## config.mk

```make
export PLATFORM = sky130hd
export DESIGN_NAME = alu_arbiter_flat
export DESIGN_NICKNAME = d
export VERILOG_FILES = /design/src/rtl/alu_arbiter_if.sv /design/src/rtl/alu_arbiter.sv /design/src/flat_wrapper.sv
export SDC_FILE = /design/constraint.sdc
export NUM_CORES = 1
export LEC_CHECK = 0
export ABC_AREA = 1
export BUFFER_PORTS_ARGS = -buffer_cell sky130_fd_sc_hd__buf_2
export CORE_MARGIN = 2
export CORE_UTILIZATION = 49
export CTS_CLUSTER_DIAMETER = 120
export DETAILED_ROUTE_END_ITERATION = 10
export PLACE_DENSITY = 0.84
export SLEW_MARGIN = 20
export SYNTH_ARGS = -nofsm -noshare
export SYNTH_HDL_FRONTEND = slang
export SYNTH_SLANG_ARGS = --single-unit
```

## constraint.sdc

```tcl
create_clock -name ck -period 3 [get_ports ck]
set_input_delay 0.3 -clock ck [delete_from_list [all_inputs] [get_ports ck]]
set_output_delay 0.3 -clock ck [all_outputs]
set_load 0.005 [all_outputs]
```

## src/rtl/alu_arbiter_if.sv

```systemverilog
// Bus between the ALU arbiter, its two requesters and the shared registered ALU.
// The slave view belongs to the arbiter; the master view belongs to the requesters and the ALU.
interface alu_arbiter_if #(
    parameter int W  = 8,
    parameter int CW = 4
);
    logic          req0;
    logic          req1;
    logic [CW-1:0] op0;
    logic [CW-1:0] op1;
    logic [W-1:0]  a0;
    logic [W-1:0]  a1;
    logic [W-1:0]  b0;
    logic [W-1:0]  b1;
    logic          gnt0;
    logic          gnt1;
    logic          rsp_v0;
    logic          rsp_v1;
    logic [W-1:0]  rsp_d0;
    logic [W-1:0]  rsp_d1;
    logic          rsp_err0;
    logic          rsp_err1;
    logic          busy;
    logic [W-1:0]  alu_a;
    logic [W-1:0]  alu_b;
    logic [CW-1:0] alu_ctr;
    logic [W-1:0]  alu_o;

    modport slave (
        input  req0, req1, op0, op1, a0, a1, b0, b1, alu_o,
        output gnt0, gnt1, rsp_v0, rsp_v1, rsp_d0, rsp_d1,
               rsp_err0, rsp_err1, busy, alu_a, alu_b, alu_ctr
    );

    modport master (
        output req0, req1, op0, op1, a0, a1, b0, b1, alu_o,
        input  gnt0, gnt1, rsp_v0, rsp_v1, rsp_d0, rsp_d1,
               rsp_err0, rsp_err1, busy, alu_a, alu_b, alu_ctr
    );
endinterface

```

## src/rtl/alu_arbiter.sv

```systemverilog
// Round-robin sharing of one registered ALU between two requesters: grant, wait out
// the ALU latency, then return the captured result to the granted port.
module alu_arbiter #(
    parameter int W   = 8,
    parameter int CW  = 4,
    parameter int LAT = 2
) (
    input  logic         ck,
    input  logic         rst_n,
    alu_arbiter_if.slave bus
);
    localparam int CNT_W = (LAT > 1) ? $clog2(LAT) : 1;

    typedef enum logic [1:0] {
        IDLE = 2'd0,
        WAIT = 2'd1,
        CAPT = 2'd2
    } state_t;

    state_t         state_q;
    logic [CNT_W-1:0] cnt_q;
    logic           last_q;
    logic           win_q;
    logic           err_q;
    logic           gnt0_q;
    logic           gnt1_q;
    logic           rsp_v0_q;
    logic           rsp_v1_q;
    logic [W-1:0]   rsp_d0_q;
    logic [W-1:0]   rsp_d1_q;
    logic           rsp_err0_q;
    logic           rsp_err1_q;
    logic           busy_q;
    logic [W-1:0]   alu_a_q;
    logic [W-1:0]   alu_b_q;
    logic [CW-1:0]  alu_ctr_q;

    logic           take_s;
    logic           win_s;
    logic [CW-1:0]  sel_op_s;
    logic [W-1:0]   sel_a_s;
    logic [W-1:0]   sel_b_s;

    // Legal codes are 000x and 1xxx; everything from 0010 to 0111 is flagged.
    function automatic logic op_legal(input logic [CW-1:0] op);
        return op[CW-1] | (op[CW-2:1] == {(CW-2){1'b0}});
    endfunction

    // Winner selection: a lone requester wins, a tie goes to the port not served last.
    always_comb begin
        take_s = 1'b0;
        win_s  = 1'b0;
        if (bus.req0 && bus.req1) begin
            take_s = 1'b1;
            win_s  = ~last_q;
        end else if (bus.req0) begin
            take_s = 1'b1;
            win_s  = 1'b0;
        end else if (bus.req1) begin
            take_s = 1'b1;
            win_s  = 1'b1;
        end else begin
            take_s = 1'b0;
            win_s  = 1'b0;
        end
    end

    // Operand mux for the selected port.
    always_comb begin
        sel_op_s = bus.op0;
        sel_a_s  = bus.a0;
        sel_b_s  = bus.b0;
        if (win_s) begin
            sel_op_s = bus.op1;
            sel_a_s  = bus.a1;
            sel_b_s  = bus.b1;
        end else begin
            sel_op_s = bus.op0;
            sel_a_s  = bus.a0;
            sel_b_s  = bus.b0;
        end
    end

    // Arbiter FSM with all outputs registered; gnt and rsp_v are single-cycle strobes.
    always_ff @(posedge ck or negedge rst_n) begin
        if (!rst_n) begin
            state_q    <= IDLE;
            cnt_q      <= {CNT_W{1'b0}};
            last_q     <= 1'b1;
            win_q      <= 1'b0;
            err_q      <= 1'b0;
            gnt0_q     <= 1'b0;
            gnt1_q     <= 1'b0;
            rsp_v0_q   <= 1'b0;
            rsp_v1_q   <= 1'b0;
            rsp_d0_q   <= {W{1'b0}};
            rsp_d1_q   <= {W{1'b0}};
            rsp_err0_q <= 1'b0;
            rsp_err1_q <= 1'b0;
            busy_q     <= 1'b0;
            alu_a_q    <= {W{1'b0}};
            alu_b_q    <= {W{1'b0}};
            alu_ctr_q  <= {CW{1'b0}};
        end else begin
            gnt0_q   <= 1'b0;
            gnt1_q   <= 1'b0;
            rsp_v0_q <= 1'b0;
            rsp_v1_q <= 1'b0;
            case (state_q)
                IDLE: begin
                    if (take_s) begin
                        alu_a_q   <= sel_a_s;
                        alu_b_q   <= sel_b_s;
                        alu_ctr_q <= sel_op_s;
                        last_q    <= win_s;
                        win_q     <= win_s;
                        err_q     <= ~op_legal(sel_op_s);
                        gnt0_q    <= ~win_s;
                        gnt1_q    <= win_s;
                        cnt_q     <= {CNT_W{1'b0}};
                        busy_q    <= 1'b1;
                        state_q   <= WAIT;
                    end else begin
                        state_q   <= IDLE;
                    end
                end
                WAIT: begin
                    // The ALU needs LAT edges after alu_* settle; CAPT samples on the next one.
                    if (cnt_q == CNT_W'(LAT - 1)) begin
                        state_q <= CAPT;
                    end else begin
                        cnt_q   <= cnt_q + {{(CNT_W-1){1'b0}}, 1'b1};
                    end
                end
                CAPT: begin
                    if (win_q) begin
                        rsp_d1_q   <= bus.alu_o;
                        rsp_err1_q <= err_q;
                        rsp_v1_q   <= 1'b1;
                    end else begin
                        rsp_d0_q   <= bus.alu_o;
                        rsp_err0_q <= err_q;
                        rsp_v0_q   <= 1'b1;
                    end
                    busy_q  <= 1'b0;
                    state_q <= IDLE;
                end
                default: begin
                    busy_q  <= 1'b0;
                    state_q <= IDLE;
                end
            endcase
        end
    end

    assign bus.gnt0     = gnt0_q;
    assign bus.gnt1     = gnt1_q;
    assign bus.rsp_v0   = rsp_v0_q;
    assign bus.rsp_v1   = rsp_v1_q;
    assign bus.rsp_d0   = rsp_d0_q;
    assign bus.rsp_d1   = rsp_d1_q;
    assign bus.rsp_err0 = rsp_err0_q;
    assign bus.rsp_err1 = rsp_err1_q;
    assign bus.busy     = busy_q;
    assign bus.alu_a    = alu_a_q;
    assign bus.alu_b    = alu_b_q;
    assign bus.alu_ctr  = alu_ctr_q;
endmodule

```

## src/flat_wrapper.sv

```systemverilog
// flat-port wrapper written by rule: the top's interface ports become plain ports
module alu_arbiter_flat 
#(
    parameter int W   = 8,
    parameter int CW  = 4,
    parameter int LAT = 2
)
  (ck, rst_n, bus_req0, bus_req1, bus_op0, bus_op1, bus_a0, bus_a1, bus_b0, bus_b1, bus_alu_o, bus_gnt0, bus_gnt1, bus_rsp_v0, bus_rsp_v1, bus_rsp_d0, bus_rsp_d1, bus_rsp_err0, bus_rsp_err1, bus_busy, bus_alu_a, bus_alu_b, bus_alu_ctr);
  alu_arbiter_if #(.W(W), .CW(CW)) bus_i ();
  input  logic ck;
  input  logic rst_n;
  input wire logic [$bits(bus_i.req0)-1:0] bus_req0;
  input wire logic [$bits(bus_i.req1)-1:0] bus_req1;
  input wire logic [$bits(bus_i.op0)-1:0] bus_op0;
  input wire logic [$bits(bus_i.op1)-1:0] bus_op1;
  input wire logic [$bits(bus_i.a0)-1:0] bus_a0;
  input wire logic [$bits(bus_i.a1)-1:0] bus_a1;
  input wire logic [$bits(bus_i.b0)-1:0] bus_b0;
  input wire logic [$bits(bus_i.b1)-1:0] bus_b1;
  input wire logic [$bits(bus_i.alu_o)-1:0] bus_alu_o;
  output wire logic [$bits(bus_i.gnt0)-1:0] bus_gnt0;
  output wire logic [$bits(bus_i.gnt1)-1:0] bus_gnt1;
  output wire logic [$bits(bus_i.rsp_v0)-1:0] bus_rsp_v0;
  output wire logic [$bits(bus_i.rsp_v1)-1:0] bus_rsp_v1;
  output wire logic [$bits(bus_i.rsp_d0)-1:0] bus_rsp_d0;
  output wire logic [$bits(bus_i.rsp_d1)-1:0] bus_rsp_d1;
  output wire logic [$bits(bus_i.rsp_err0)-1:0] bus_rsp_err0;
  output wire logic [$bits(bus_i.rsp_err1)-1:0] bus_rsp_err1;
  output wire logic [$bits(bus_i.busy)-1:0] bus_busy;
  output wire logic [$bits(bus_i.alu_a)-1:0] bus_alu_a;
  output wire logic [$bits(bus_i.alu_b)-1:0] bus_alu_b;
  output wire logic [$bits(bus_i.alu_ctr)-1:0] bus_alu_ctr;
  assign bus_i.req0 = bus_req0;
  assign bus_i.req1 = bus_req1;
  assign bus_i.op0 = bus_op0;
  assign bus_i.op1 = bus_op1;
  assign bus_i.a0 = bus_a0;
  assign bus_i.a1 = bus_a1;
  assign bus_i.b0 = bus_b0;
  assign bus_i.b1 = bus_b1;
  assign bus_i.alu_o = bus_alu_o;
  assign bus_gnt0 = bus_i.gnt0;
  assign bus_gnt1 = bus_i.gnt1;
  assign bus_rsp_v0 = bus_i.rsp_v0;
  assign bus_rsp_v1 = bus_i.rsp_v1;
  assign bus_rsp_d0 = bus_i.rsp_d0;
  assign bus_rsp_d1 = bus_i.rsp_d1;
  assign bus_rsp_err0 = bus_i.rsp_err0;
  assign bus_rsp_err1 = bus_i.rsp_err1;
  assign bus_busy = bus_i.busy;
  assign bus_alu_a = bus_i.alu_a;
  assign bus_alu_b = bus_i.alu_b;
  assign bus_alu_ctr = bus_i.alu_ctr;
  alu_arbiter #(.W(W), .CW(CW), .LAT(LAT)) u_core (.ck(ck), .rst_n(rst_n), .bus(bus_i));
endmodule
```

Word level (Yosys, flattened, before mapping)

Cells that the tools add are included.

Register bits: 49
Bits of input ports: 52

Add/sub/neg operators: 1
Bitwise gates (word level): 6
Reduce and logical (&&, ||, !) cells: 9
Muxes and demuxes: 24
Equality and inequality tests: 4

Operators by type and width:

| kind                | number |
|---|---|
| $mux 1              | 17 |
| $mux 8              | 2 |
| $reduce_and 2->1    | 5 |
| $not 1->1           | 5 |
| $logic_not 2->1     | 2 |
| $mux 4              | 1 |
| $ne 2x1->1 const B  | 2 |
| $pmux 1 s2          | 2 |
| $pmux 2 s2          | 1 |
| $eq 2x1->1 const B  | 1 |
| $eq 2x2->1 const B  | 1 |
| $mux 2              | 1 |
| $reduce_bool 2->1   | 1 |
| $add 1x1->1 const B | 1 |
| $logic_and 1x1->1   | 1 |
| $or 1x1->1          | 1 |

Longest topological paths before layout

Word-level depth: 7
Depth in mapped cells: 7
Mapped depth without buffers: 7

Worst setup path before layout

No wires, ideal clock.

Path kind: register to register
Start point: register u_core.last_q
End point: register u_core.alu_a_q[0] (netlist: u_core.bus.alu_a[0])
Slack: 1.846 ns
Arrival time: 1.085 ns
Period minus slack after synthesis: 1.154 ns
Data required time: 2.932 ns
Cell stages (with the launch flop): 6
Setup time: 0.068 ns
Cell sequence: dfstp_2 > nand2_2 > a21oi_4 > buf_6 > nand2_1 > nand3_1

Word-level cells in the longest chain between the ends: 3

RTL lines:

| what                     | RTL line           | source |
|---|---|---|
| start: declaration       | alu_arbiter.sv:22  | `logic last_q;` |
| start signal: assignment | alu_arbiter.sv:115 | `last_q <= win_s;` |
| $not 1->1                | alu_arbiter.sv:55  | `win_s = ~last_q;` |
| $mux 1                   | alu_arbiter.sv:53  | `if (bus.req0 && bus.req1) begin` |
| $mux 8                   | alu_arbiter.sv:73  | `if (win_s) begin` |
| end signal: assignment   | alu_arbiter.sv:101 | `alu_a_q <= {W{1'b0}};` |
| end signal: assignment   | alu_arbiter.sv:112 | `alu_a_q <= sel_a_s;` |
| end: declaration         | alu_arbiter.sv:34  | `logic [W-1:0] alu_a_q;` |

No other way between the ends.
A chain may end at the register's enable or synchronous reset.

Final worst setup path

Start point: register u_core.state_q[1]
End point: register u_core.alu_b_q[4] (netlist: u_core.bus.alu_b[4])

Word-level cells in the longest chain between the ends: 2

RTL lines:

| what                       | RTL line           | source |
|---|---|---|
| start: declaration         | alu_arbiter.sv:20  | `state_t state_q;` |
| start signal: assignment   | alu_arbiter.sv:87  | `state_q <= IDLE;` |
| start signal: assignment   | alu_arbiter.sv:122 | `state_q <= WAIT;` |
| start signal: assignment   | alu_arbiter.sv:124 | `state_q <= IDLE;` |
| $logic_not 2->1            | alu_arbiter.sv:109 | `case (state_q)` |
| $reduce_and 2->1 (no line) | n/a                |  |
| end signal: assignment     | alu_arbiter.sv:102 | `alu_b_q <= {W{1'b0}};` |
| end signal: assignment     | alu_arbiter.sv:113 | `alu_b_q <= sel_b_s;` |
| end: declaration           | alu_arbiter.sv:35  | `logic [W-1:0] alu_b_q;` |

No other way between the ends.

==> impl_metrics.csv <==
group,metric,value,unit
global_routing,grt_pass1_wl,6.60,mm
sta,rsz0062_at_grt,"no",
sta,fin_ws,1500,ps
clock_tree,cts.path.max_buffers,2,
synth,synth_commonest_cells,"nand2_1, dfrtp_1, o21ai_0",
clock_tree,cts_setup_buffers,0,
synth,syn_area_per_cell,9.14,um^2
detailed_routing,drt_wl_total,4.32,mm
finish,drive_gt1_share,35.0,%
clock_tree,cts_hold_buffers,0,
sta,clock.fmax,0.669,GHz
global_routing,grt-ovfl-total,0,
floorplanning,die_h,67.9,um
finish,antenna_cells,0,
synth,yosys.cell_count.top_type,"nand2_1",
run_status,status,"finished clean",
synth,synthArstFlopShare,100,%
clock_tree,cts-htree-levels,2,
synth,synthFlopType,"dfrtp_1",
critical_path,ff2ff_setup_slack,1500,ps
hold_path,hold_class,"in2async",
detailed_routing,wl_per_cell,11.9,um
detailed_routing,drc,0,
global_routing,grt_max_degree,50,
floorplanning,start_util,50.4,%
synth,synth-edff-count,0,
finish,nNetsFinal,365,
finish,nFillCells,323,
synth,syn_inst,219,
synth,netlist_top_cells_area,"dfrtp_1, nand2_1, o21ai_0",
critical_path,start_kind,"register",
synth,ys_seq_area_share,61.3,%
synth,yosys_warnings,0,
place,dp_hpwl,3.16,mm
synth,syn_nets,271,
critical_path,r2r_cells,5,
clock_tree,ctsResizeCount,0,
power,p_leak,1.46,nW
synth,synth_top_area_share,60.0,%
place,post-place-ws,1440,ps
synth,syn_area,2000,um^2
power,irDropWorstVdd,0.493,mV
sta,tns,0,ps
critical_path,path_max_fanout,26,
finish,syn2layout_area_growth,28.5,%
place,gp_congestion,0.715,
floorplanning,die-area,4610,um^2
global_routing,grt_usage,19.3,%
critical_path,r2r-end,"u_core.bus.alu_b[4]",
sta,timing.final.crit_share,49.8,%
floorplanning,io_pins,95,
detailed_routing,via_count,1766,
detailed_routing,ant_nets,0,
detailed_routing,drtPass1Iterations,5,
critical_path,crit_start,"u_core.state_q[1]",
clock_tree,cts_root_buf,"clkbuf_8",
sta,slew_headroom,56.1,%
sta,period_minus_slack,1500,ps
sta,slew_viol_final,0,
detailed_routing,viasPerCell,4.85,
synth,yosysUniqueCellTypes,16,
sta,finalSetupViolCount,0,
critical_path,cp_data_required_time,3230,ps
sta,worst_pin_slew,657,ps
synth,synth_top_area_cell,"dfrtp_1",
clock_tree,cts.clk_slew.worst_paths,90,ps
power,powerDensity,981,nW/um^2
critical_path,reg2reg_from,"u_core.state_q[1]",
synth,yosys_register_bits,49,
critical_path,cp-end-kind,"register",
clock_tree,clock_latency,290,ps
sta,finalHoldViolCount,0,
job,maxCapViolCount,0,
clock_tree,cts-buffers-inserted,5,
clock_tree,cts_tree,"done",
critical_path,crit_arrival,1730,ps
detailed_routing,drtIter0Drc,133,
sta,skew,6.72,ps
place,io_buffer_count,94,
clock_tree,cts.sinks,49,
floorplanning,core,3970,um^2
global_routing,grt_pass1_vias,1485,
global_routing,antenna_found_initial,0,
floorplanning,die_w,67.9,um
critical_path,path_class,"reg2reg",
floorplanning,rows,23,
stage by stage:
| stage | instance area, um^2 | utilization, % | hold WS [ps] | cells | total power [W] |
|---|---|---|---|---|---|
| after floorplan | 2000 | - | 4.41 | 219 | 0.00174 |
| after global placement | 2490 | 62.6 | 462 | 356 | 0.00213 |
| after detailed placement | 2490 | 62.6 | 468 | 356 | 0.00218 |
| after CTS | 2570 | 64.7 | 196 | 364 | 0.00256 |
| after global routing | 2570 | 64.8 | 49.6 | 364 | 0.00275 |
| final | 2570 | 64.8 | 8.43 | 364 | 0.00252 |
cell families (layout without fill, tap and decap cells):
family | after synthesis | after routing | share of synthesized area [%]
AO/OA/AOI/OAI | 25 | 25 | 7.38
flip-flops | 49 | 49 | 61.3
AND/OR/NAND/NOR | 118 | 118 | 25.2
buffers and inverters | 27 | 122 | 6.12
critical path, stage by stage (launching register included):
cell,delay [ps]
dfrtp_1,470
nor2_4,130
o21ai_4,190
a21oi_4,440
nand2_1,110
nand3_1,100
final cells by class:
cell class	instances	area, um^2	share of cell area [%]
clock inverter	2	10.0	0.389
clock buffer	6	72.6	2.82
sequential	49	1230	47.7
inverter	20	75.1	2.92
multi-input combinational	143	652	25.3
timing repair buffer	94	473	18.4
tap	50	62.6	2.43
layer usage:
layer	vias up	GRT usage, %	wire length, um	part of all wire, %
li1	870	-	-	-
met1	801	25.1	1940	45
met2	90	30.0	1920	44
met3	5	6.74	410	9.5
met4	0	6.75	52	1.2
met5	-	0	0	0
cell usage in the layout, fill, tap and decap left out:
cell type,n
dfrtp_1,48
inv_1,20
clkbuf_8,5
nor2_1,3
o21ai_4,1
nand3_1,20
nand3_2,2
buf_4,1
dfstp_2,1
a21oi_4,1
nand3b_1,1
nand2_2,2
nor2_4,2
o21ai_0,23
clkinv_2,2
buf_2,93
clkbuf_1,1
nand2_1,88
flip-flops by register name, summed over array words and instances, names as in the netlist:
| name | count |
|---|---|
| u_core.bus.busy | 1 |
| u_core.bus.rsp_err0 | 1 |
| u_core.cnt_q | 1 |
| u_core.bus.rsp_v1 | 1 |
| u_core.state_q | 2 |
| u_core.bus.alu_a | 8 |
| u_core.bus.alu_ctr | 4 |
| u_core.last_q | 1 |
| u_core.bus.rsp_d1 | 8 |
| u_core.bus.gnt0 | 1 |
| u_core.bus.rsp_err1 | 1 |
| u_core.bus.alu_b | 8 |
| u_core.win_q | 1 |
| u_core.bus.gnt1 | 1 |
| u_core.bus.rsp_d0 | 8 |
| u_core.bus.rsp_v0 | 1 |
| u_core.err_q | 1 |
power breakdown:
| part | leakage [nW] | internal, W | switching [W] |
|---|---|---|---|
| Combinational | 0.819 | 0.000425 | 0.000561 |
| Sequential | 0.599 | 0.000989 | 0.000180 |
| Clock | 0.0450 | 0.000162 | 0.000206 |
| Total | 1.46 | 0.00158 | 0.000947 |
worst max path at each step:
stage                     slack [ps]                   to
after floorplan                 1850  u_core.bus.alu_a[0]
after global placement          1510  u_core.bus.alu_b[5]
after detailed placement        1440  u_core.bus.alu_b[4]
after CTS                       1490  u_core.bus.alu_b[4]
after global routing            1330  u_core.bus.alu_b[5]
final                           1500  u_core.bus.alu_b[4]
(Power assumes the default switching activity.)
